[src/rtl/vga_timing_ctrl.sv]
// VGA timing generator: pixel/line counters, registered sync and blanking
// decodes, and a valid/ready shift register that only changes at frame wrap.
module vga_timing_ctrl #(
  parameter int CLK_DIV  = 2,
  parameter int H_ACTIVE = 640,
  parameter int H_FP     = 16,
  parameter int H_SYNC   = 96,
  parameter int H_BP     = 48,
  parameter int V_ACTIVE = 480,
  parameter int V_FP     = 10,
  parameter int V_SYNC   = 2,
  parameter int V_BP     = 33
) (
  input  logic       clk,
  input  logic       rst_n,
  input  logic       Shift_Valid,
  input  logic [9:0] X_SH_In,
  input  logic [9:0] Y_SH_In,
  output logic       Shift_Ready,
  output logic [9:0] X_PIX,
  output logic [9:0] Y_PIX,
  output logic       Video_On,
  output logic       HSync,
  output logic       VSync,
  output logic       Pix_En,
  output logic       Frame_Start,
  output logic [9:0] X_SH,
  output logic [9:0] Y_SH
);

  localparam int H_TOTAL = H_ACTIVE + H_FP + H_SYNC + H_BP;
  localparam int V_TOTAL = V_ACTIVE + V_FP + V_SYNC + V_BP;
  localparam int DIV_W   = (CLK_DIV > 1) ? $clog2(CLK_DIV) : 1;

  localparam logic [DIV_W-1:0] DIV_LAST = DIV_W'(CLK_DIV - 1);

  localparam logic [9:0] H_LAST     = 10'(H_TOTAL - 1);
  localparam logic [9:0] V_LAST     = 10'(V_TOTAL - 1);
  localparam logic [9:0] H_VIS      = 10'(H_ACTIVE);
  localparam logic [9:0] V_VIS      = 10'(V_ACTIVE);
  localparam logic [9:0] H_SYNC_BEG = 10'(H_ACTIVE + H_FP);
  localparam logic [9:0] H_SYNC_END = 10'(H_ACTIVE + H_FP + H_SYNC);
  localparam logic [9:0] V_SYNC_BEG = 10'(V_ACTIVE + V_FP);
  localparam logic [9:0] V_SYNC_END = 10'(V_ACTIVE + V_FP + V_SYNC);

  typedef enum logic {
    ST_EMPTY = 1'b0,
    ST_HELD  = 1'b1
  } shift_state_t;

  logic [DIV_W-1:0] div;
  logic             advance;
  logic [9:0]       x_next;
  logic [9:0]       y_next;
  logic             frame_wrap;

  shift_state_t     state;
  shift_state_t     state_next;
  logic             capture;
  logic             apply;
  logic [9:0]       pend_x;
  logic [9:0]       pend_y;

  assign advance     = (div == DIV_LAST);
  assign frame_wrap  = advance && (X_PIX == H_LAST) && (Y_PIX == V_LAST);
  assign Shift_Ready = (state == ST_EMPTY);

  // Pixel clock divider; the advance edge is the last count of each period.
  always_ff @(posedge clk or negedge rst_n) begin
    if (!rst_n) begin
      div <= '0;
    end else if (advance) begin
      div <= '0;
    end else begin
      div <= div + 1'b1;
    end
  end

  // Next coordinate, stepping only on advance edges and wrapping at totals.
  always_comb begin
    x_next = X_PIX;
    y_next = Y_PIX;
    if (advance) begin
      if (X_PIX == H_LAST) begin
        x_next = 10'd0;
        y_next = (Y_PIX == V_LAST) ? 10'd0 : Y_PIX + 1'b1;
      end else begin
        x_next = X_PIX + 1'b1;
      end
    end
  end

  // Coordinates plus decodes registered together so they always agree.
  always_ff @(posedge clk or negedge rst_n) begin
    if (!rst_n) begin
      X_PIX       <= H_LAST;
      Y_PIX       <= V_LAST;
      Video_On    <= 1'b0;
      HSync       <= 1'b1;
      VSync       <= 1'b1;
      Pix_En      <= 1'b0;
      Frame_Start <= 1'b0;
    end else begin
      X_PIX       <= x_next;
      Y_PIX       <= y_next;
      Video_On    <= (x_next < H_VIS) && (y_next < V_VIS);
      HSync       <= !((x_next >= H_SYNC_BEG) && (x_next < H_SYNC_END));
      VSync       <= !((y_next >= V_SYNC_BEG) && (y_next < V_SYNC_END));
      Pix_En      <= advance;
      Frame_Start <= frame_wrap;
    end
  end

  // Shift handshake decisions: accept when empty, release at frame wrap.
  always_comb begin
    state_next = state;
    capture    = 1'b0;
    apply      = 1'b0;
    case (state)
      ST_EMPTY: begin
        if (Shift_Valid) begin
          capture    = 1'b1;
          state_next = ST_HELD;
        end
      end
      ST_HELD: begin
        if (frame_wrap) begin
          apply      = 1'b1;
          state_next = ST_EMPTY;
        end
      end
      default: state_next = ST_EMPTY;
    endcase
  end

  // Handshake state, pending pair and the applied shift registers.
  always_ff @(posedge clk or negedge rst_n) begin
    if (!rst_n) begin
      state  <= ST_EMPTY;
      pend_x <= '0;
      pend_y <= '0;
      X_SH   <= '0;
      Y_SH   <= '0;
    end else begin
      state <= state_next;
      if (capture) begin
        pend_x <= X_SH_In;
        pend_y <= Y_SH_In;
      end
      if (apply) begin
        X_SH <= pend_x;
        Y_SH <= pend_y;
      end
    end
  end

endmodule
[config.mk]
export PLATFORM = sky130hd
export DESIGN_NAME = vga_timing_ctrl
export DESIGN_NICKNAME = d
export VERILOG_FILES = /design/src/rtl/vga_timing_ctrl.sv
export SDC_FILE = /design/constraint.sdc
export NUM_CORES = 1
export LEC_CHECK = 0
export CAP_MARGIN = 25
export CORE_UTILIZATION = 40
export CTS_CLUSTER_DIAMETER = 40
export DETAILED_ROUTE_END_ITERATION = 10
export GPL_ROUTABILITY_DRIVEN = 0
export GPL_TIMING_DRIVEN = 0
export PLACE_DENSITY_LB_ADDON = 0.1
export RECOVER_POWER = 25
export SLEW_MARGIN = 10
export SYNTH_ARGS = -nofsm -noshare
export SYNTH_HDL_FRONTEND = slang
export SYNTH_SLANG_ARGS = --single-unit
[constraint.sdc]
create_clock -name clk -period 2.7 [get_ports clk]
set_input_delay 0.81 -clock clk [delete_from_list [all_inputs] [get_ports clk]]
set_output_delay 0.81 -clock clk [all_outputs]
set_load 0.01 [all_outputs]
## Word-level counts from Yosys, hierarchy flattened

Cells that the tools add are included.

- Register bits after elaboration: 67
- Latch bits: 0
- Memory bits (writable): 0
- Bits in read-only memories: 0
- Word-level logic and storage cells: 44
- Memories kept: 0

- Add/subtract/negate cells: 3
- $mul: 0
- Div/mod/pow operators: 0
- Magnitude comparators: 6
- Equal/unequal tests: 2
- Shift-type cells: 0
- Mux-type cells: 12
- Bitwise operators: 1
- Reductions and logical operators: 7

Operators with widths:

| cell | count |
|---|---|
| 10-bit two-way mux | 5 |
| 10-bit by 1-bit adder with 10-bit output (second input constant) | 2 |
| 10-bit equality test (second input constant) | 2 |
| 10-bit < comparator (second input constant) | 2 |
| 10-bit by 9-bit < comparator with 1-bit output (second input constant) | 2 |
| 10-bit >= comparator (second input constant) | 1 |
| 10-bit by 9-bit >= comparator with 1-bit output (second input constant) | 1 |
| 1-bit two-way mux | 6 |
| 1-bit logical AND | 5 |
| 1-bit zero test | 2 |
| 1-bit case mux with 2 select lines | 1 |
| 1-bit adder (second input constant) | 1 |
| 1-bit NOT | 1 |

## Depth between registers and ports, before layout

Gate-level depths: netlist of the first run.

- Word-level depth: 7
- Gate-level depth with buffers: 8
- Gate-level depth less buffers: 7

## Worst setup path after synthesis of the first run

No wires, ideal clock.

- Path type: register -> register
- From: reg Y_PIX[9]
- To: reg X_SH[9]
- Arrival time: 2023 ps
- Data required time: 2575 ps
- Path slack: 552 ps
- Stages on the path, launching flop included: 6
- Clock period less this slack: 2148 ps
- Cell sequence: dfstp_2 > or4b_4 > nor4b_4 > nand3_2 > buf_6 > mux2_4

- Word-level cells in the longest chain between the ends: 4

Ends and longest elaborated chain:

| element | RTL line | RTL |
|---|---|---|
| start: declaration | 21 | `output logic [9:0] Y_PIX,` |
| start signal: assignment | 105 | `Y_PIX <= y_next;` |
| 10-bit equality test | 65 | `assign frame_wrap = advance && (X_PIX == H_LAST) && (Y_PIX == V_LAST);` |
| 1-bit logical AND | 65 |  |
| 1-bit two-way mux | 127 | `if (frame_wrap) begin` |
| 1-bit two-way mux | 119 | `case (state)` |
| end signal: assignment | 151 | `X_SH <= pend_x;` |
| end: declaration | 27 | `output logic [9:0] X_SH,` |

No other way between the ends.
A chain may end at the register's enable or synchronous reset.

## Final worst setup path of the first run

- From: reg X_PIX[1]
- To: reg VSync

- Word-level cells in the longest chain between the ends: 6
- Elaborated cells between the ends (all ways): 7

Ends and longest elaborated chain:

| element | RTL line | RTL |
|---|---|---|
| start: declaration | 20 | `output logic [9:0] X_PIX,` |
| start signal: assignment | 104 | `X_PIX <= x_next;` |
| 10-bit equality test (*) | 84 | `if (X_PIX == H_LAST) begin` |
| 10-bit two-way mux (*) | 84 |  |
| 10-bit two-way mux (*) | 83 | `if (advance) begin` |
| named net y_next[6] | 54 | `logic [9:0] y_next;` |
| 10-bit by 9-bit >= comparator with 1-bit output / 10-bit by 9-bit < comparator with 1-bit output (equally long branches) | 108 | `VSync <= !((y_next >= V_SYNC_BEG) && (y_next < V_SYNC_END));` |
| 1-bit logical AND (*) | 108 |  |
| 1-bit zero test (*) | 108 |  |
| end signal: assignment | 108 |  |
| end: declaration | 24 | `output logic VSync,` |

Mark *: on every way through the listed nets, which the timed path passes. The rest lies on a longest branch.

==> results of run 1 <==
layout by cell type (no fill, tap or decap), drive strengths merged, types with 2 or more instances in the layout:
cell type | synthesis | routed
clkinv | 0 | 3
and4 | 3 | 3
a211oi | 2 | 2
dfrtp | 55 | 55
nand2 | 16 | 16
nand4 | 7 | 7
clkdlybuf4s50 | 0 | 67
nand3 | 6 | 6
ha | 3 | 3
buf | 3 | 3
nor3 | 3 | 3
nor2 | 13 | 13
xor2 | 5 | 5
and3 | 4 | 4
and2 | 2 | 2
clkbuf | 5 | 17
xnor2 | 6 | 6
dfstp | 12 | 12
o21ai | 5 | 5
inv | 6 | 7
mux2 | 42 | 42
nand3b | 3 | 3
power by group:
group,internal [mW],switching [mW],total [mW],leakage (nW)
Sequential,1.04,0.0180,1.06,0.841
Clock,0.428,0.394,0.822,0.0966
Combinational,0.0564,0.0309,0.0873,0.780
per-layer routing:
metal | up-vias | part of all wire, % | global-route usage [%]
met4 | 0 | 2.2 | 9.091
met5 | - | 0 | 0
met3 | 11 | 4.9 | 3.487
met1 | 956 | 48 | 21.51
met2 | 51 | 45 | 23.82
li1 | 940 | - | -
worst max-delay path, cell delays in order (launching register included):
cell,delay [ps]
dfstp_2,580
ha_1,230
and4bb_2,290
nand4_1,280
nor3_1,310
xor2_1,200
and4_1,280
o2111ai_1,130
cell families (layout without fill, tap and decap cells):
kind of cell             after synthesis  count (layout)
AO/OA/AOI/OAI                         18              18
adder cells (fa/ha/maj)                3               3
flip-flops                            67              67
multiplexers                          43              43
XOR/XNOR                              11              11
AND/OR/NAND/NOR                       64              64
buffers and inverters                 14              99
flip-flops by register name, indices dropped and copies added, names as in the netlist, 10 cells and up:
| register | count |
|---|---|
| X_PIX | 10 |
| X_SH | 10 |
| Y_PIX | 10 |
| Y_SH | 10 |
| pend_x | 10 |
| pend_y | 10 |
stage by stage:
step | utilization [%] | setup TNS, ps
2_1_floorplan | - | 0
3_3_place_gp | 53.86 | -86270
3_5_place_dp | 54.11 | 0
4_1_cts | 56.88 | 0
5_1_grt | 56.65 | 0
6_report | 56.65 | 0
worst max path at each step:
stage | from | endpoint | cells past startpoint
after floorplan | Y_PIX[9]$_DFF_PN1_ | X_SH[9]$_DFFE_PN0P_ | 5
after global placement | rst_n | pend_x[6]$_DFFE_PN0P_ | 1
after detailed placement | Shift_Valid | pend_x[7]$_DFFE_PN0P_ | 4
after CTS | X_PIX[0]$_DFF_PN1_ | Video_On$_DFF_PN0_ | 7
after global routing | X_PIX[0]$_DFF_PN1_ | Video_On$_DFF_PN0_ | 7
final | X_PIX[1]$_DFF_PN1_ | VSync$_DFF_PN1_ | 7
final cells by class:
type	instances	area, um2	area share (%)
flip-flops and latches	67	1692	43.00
multi-input cells	139	1180	29.99
repair buffers	69	681.9	17.33
clock buffers	10	127.6	3.244
well taps	96	120.1	3.053
clock inverters	6	65.06	1.654
plain buffers	8	45.04	1.145
inverters	6	22.52	0.5725
==> results.toml, run 1 <==
[run_status]
status = "complete, no violations"

[clocking]
post_cts_buffers = 0
cts-htree-levels = 3
ctsHoldBuffers = 0
cts_tree = "done"
numCtsBuffers = 9
root_buffer = "clkbuf_8"
worstSkewPairLatency_ps = 340
cts_resized = 0
clock_path_buffers = 2
clock-sinks = 67
clk_pin_slew_worst_paths_ps = 80

[setup_path]
path_class = "flip-flop to flip-flop"
start_kind = "flip-flop"
r2r_cells = 7
required_ps = 2940
reg2reg_slack_ps = 320
end_kind = "flip-flop"
critPathMaxFanout = 6
r2r_start = "X_PIX[1]$_DFF_PN1_"
rr_endpoint = "VSync$_DFF_PN1_"
crit_arrival_ps = 2620

[timing]
holdWs_ps = 411.3
fin_ws_ps = 319.0
relSlewSlack_pct = 11.03
finalSetupViolCount = 0
worst_pin_slew_ps = 1335
rsz0062_at_grt = "false"
final_max_slew_viol_count = 0
max_freq_ghz = 0.4200
skew_ps = 8.837
layout_min_cycle_time_ps = 2381
fin_crit_sh_pct = 88.18
finalHoldViolCount = 0

[placed_design]
place_ws_ps = 191.5
placed_area_mm2 = 0.003757
dp.cells = 385
numPortBuffers = 68
detailed_place_hpwl_um = 3959

[route]
drtIter0Drc = 32
vias_per_cell = 4.883
first_pass_iters = 4
via_count = 1958
drt-total-wl_um = 5634
drtAntennaViolNets = 0
drc = 0
wl_per_cell_um = 14.05

[logic_synthesis]
synth_top_flop_cell = "dfrtp_1"
yosys.area.top_type = "dfrtp_1"
post_synth_and_or_nand_nor_area_fraction_pct = 12.47
ys_seq_elements = 67
yosysMostFrequentCell = "dfrtp_1"
synth_cells = 220
synth.distinct_cells = 42
synth_xor_area_share_pct = 3.278
synth_mux_area_share_pct = 18.86
synth_seq_area_share_pct = 57.56
async_reset_ff_share_pct = 100.0
synth_area_leaders = "dfrtp_1, dfstp_2, mux2_4, mux2_2, nand2_1"
syn-cell-area_mm2 = 0.002939
avgSynthCellArea_um2 = 13.36
yosysTopAreaCellShare_pct = 46.83
synth_edf_count = 0
synthAdderAreaFrac_pct = 1.277
synth_top_family_by_area = "multiplexers"
synth.top_cells.by_count = "dfrtp_1, mux2_2, mux2_4, nand2_1, nor2_1"
ys_warn_count = 0
synth_compound_area_share_pct = 4.257
syn_nets = 246

[global_route]
grt_pass1_wl_um = 9218
antenna_found_initial = 0
first_global_vias = 1946
grt_max_degree = 44
overflow = 0
track_usage_pct = 15.95

[min_path]
min_from = "advance$_DFF_PN0_"
whs_path_depth = 0
min_path_type = "flip-flop to flip-flop"
hold_path_end = "Pix_En$_DFF_PN0_"

[pwr]
p_leak_nw = 1.717
powerDensity_mw_per_mm2 = 500.8
finalPower_mw = 1.970
irDropWorstVdd_mv = 0.2671

[floorplanning]
die_x_um = 87.72
initial_core_util_pct = 42.32
core_mm2 = 0.006944
die_h_um = 87.72
fp.dieArea_mm2 = 0.007695
fp-row-count = 30
boundaryPins = 69

[cells_and_area]
num-nets-final = 326
diodes = 0
fin_cells = 401
finalInstanceArea_mm2 = 0.003934
drive_above_1_share_pct = 25.57
fillers = 604
syn2layout_area_growth_pct = 33.84

[flow_run]
maxCapViolCount = 0
No activity file was read; power rests on OpenSTA's default activity.
==> inputs of run 2 (changes only) <==
DONT_BUFFER_PORTS = 1   (was unset)
==> run 2 against run 1 <==
Critical path depth unchanged. Count of clock-buffer cells in the layout unchanged. Worst hold slack worse by 260 ps. Register-to-register slack worse by 180 ps. Non-clock buffer count down 69. First-iteration DRC count up 88%. Critical endpoint unchanged. Critical path type unchanged. Global-route usage down 0.48 points. Design area down 17%. Die area unchanged. Highest routed layer unchanged. Clock power up 12%.
==> results.toml, run 2 (synthesis results as in run 1) <==
[pwr]
pwr-share-seq_pct = 52.6
switchingPower_mw = 0.4212
combPwrFrac_pct = 1.9
finalPower_mw = 2.015
clockPowerShare_pct = 45.5
p_leak_nw = 1.474
powerDensity_mw_per_mm2 = 615.1
irDropWorstVdd_mv = 0.2792
power.internal_mw = 1.594
switching_share_pct = 20.91

[route]
drtAntennaViolNets = 0
vias_per_cell = 5.142
via_count = 1707
drc = 0
drt-total-wl_um = 5538
first_pass_iters = 4
drtIter0Drc = 60
wl_per_cell_um = 16.68

[clocking]
cts_resized = 0
clock-sinks = 67
cts-htree-levels = 3
clock_path_buffers = 2
cts_tree = "done"
post_cts_buffers = 0
numCtsBuffers = 9
worstSkewPairLatency_ps = 340
ctsHoldBuffers = 0
root_buffer = "clkbuf_8"
clk_pin_slew_worst_paths_ps = 80

[placed_design]
detailed_place_hpwl_um = 3712
placed_area_mm2 = 0.003059
numPortBuffers = 0

[setup_path]
required_ps = 2920
path_class = "flip-flop to flip-flop"
critPathMaxFanout = 6
start_kind = "flip-flop"
crit_arrival_ps = 2780
end_kind = "flip-flop"

[timing]
relSlewSlack_pct = 59.37
worst_pin_slew_ps = 609.5
layout_min_cycle_time_ps = 2561
final_max_slew_viol_count = 0
skew_ps = 9.597
max_freq_ghz = 0.3905
holdWs_ps = 150.6
tns_ps = 0
fin_crit_sh_pct = 94.85
rsz0062_at_grt = "false"
finalHoldViolCount = 0
finalSetupViolCount = 0

[cells_and_area]
final_util_pct = 47.17
finalInstanceArea_mm2 = 0.003276
num-nets-final = 257
fillers = 621
diodes = 0
syn2layout_area_growth_pct = 11.45
drive_above_1_share_pct = 32.63
final_common_cell = "dfrtp_1"
final_cell_mix = "dfrtp_1, mux2_2, mux2_4"

[global_route]
grt_pass1_wl_um = 8728
grt_max_degree = 68
track_usage_pct = 15.48
overflow = 0
antenna_found_initial = 0
first_global_vias = 1656

[floorplanning]
initial_core_util_pct = 42.32
die_h_um = 87.72
fp-row-count = 30
fp.dieArea_mm2 = 0.007695
boundaryPins = 69
die_x_um = 87.72
core_mm2 = 0.006944

[flow_run]
maxCapViolCount = 0

[run_status]
status = "complete, no violations"

[min_path]
min_path_type = "input port to async pin"
-- run 2: cell types whose count changed in the layout (fill, tap and decap cells not counted), sizes merged --
| cell | previous run | this run |
|---|---|---|
| bufinv | 1 | 2 |
| clkbuf | 17 | 15 |
| clkdlybuf4s50 | 67 | 0 |
| clkinv | 3 | 1 |
| clkinvlp | 1 | 2 |
-- run 2: final cells by class --
cell class                      count  area [um2]  share of cell area, %
Sequential cell                    67        1692                  51.64
Multi-Input combinational cell    139        1180                  36.02
Clock buffer                       10       127.6                  3.896
Tap cell                           96       120.1                  3.667
Clock inverter                      6       88.84                  2.712
Buffer                              8       45.04                  1.375
Inverter                            6       22.52                 0.6875
-- run 2: routing by layer --
layer  vias up  GRT usage, %  wire length [um]
met5         -             0                 0
met3         9         5.561               370
li1        808             -                 -
met4         0         9.389               111
met2        46         21.92              2450
met1       844         20.19              2606
-- run 2: power by group through the flow --
| stage | registers [mW] | logic, mW | clock network [mW] |
|---|---|---|---|
| 3_5_place_dp | 1.08 | 0.0383 | 0 |
| 2_1_floorplan | 1.08 | 0.0351 | 0 |
| 6_report | 1.06 | 0.0379 | 0.917 |
| 3_3_place_gp | 1.08 | 0.0363 | 0 |
| 5_1_grt | 1.07 | 0.0395 | 0.988 |
| 4_1_cts | 1.06 | 0.0383 | 0.952 |
-- run 2: through the flow --
step,std cells,worst slack (ps)
after detailed placement,316,194.2
after global routing,332,5.422
final,332,139.0
after global placement,316,221.8
after CTS,332,142.2
after floorplan,220,552.1
-- run 2: critical path, cell delays in order (launching register included) --
cell	delay [ps]
dfstp_2	600
ha_1	260
and4bb_2	290
nand4_1	280
nor3_1	360
xor2_1	200
and4_1	280
o2111ai_1	170
-- run 2: final timing paths --
path / start / end / slack (ps) / cells past startpoint
max: X_PIX[0]$_DFF_PN1_ / VSync$_DFF_PN1_ / 140 / 7
min: rst_n / Video_On$_DFF_PN0_ / 150 / 0
max reg2reg: X_PIX[0]$_DFF_PN1_ / VSync$_DFF_PN1_ / 140 / 7
min reg2reg: advance$_DFF_PN0_ / Pix_En$_DFF_PN0_ / 410 / 0
max in group asynchronous: rst_n / X_PIX[3]$_DFF_PN1_ / 2330 / 0
min in group clk: advance$_DFF_PN0_ / Pix_En$_DFF_PN0_ / 410 / 0
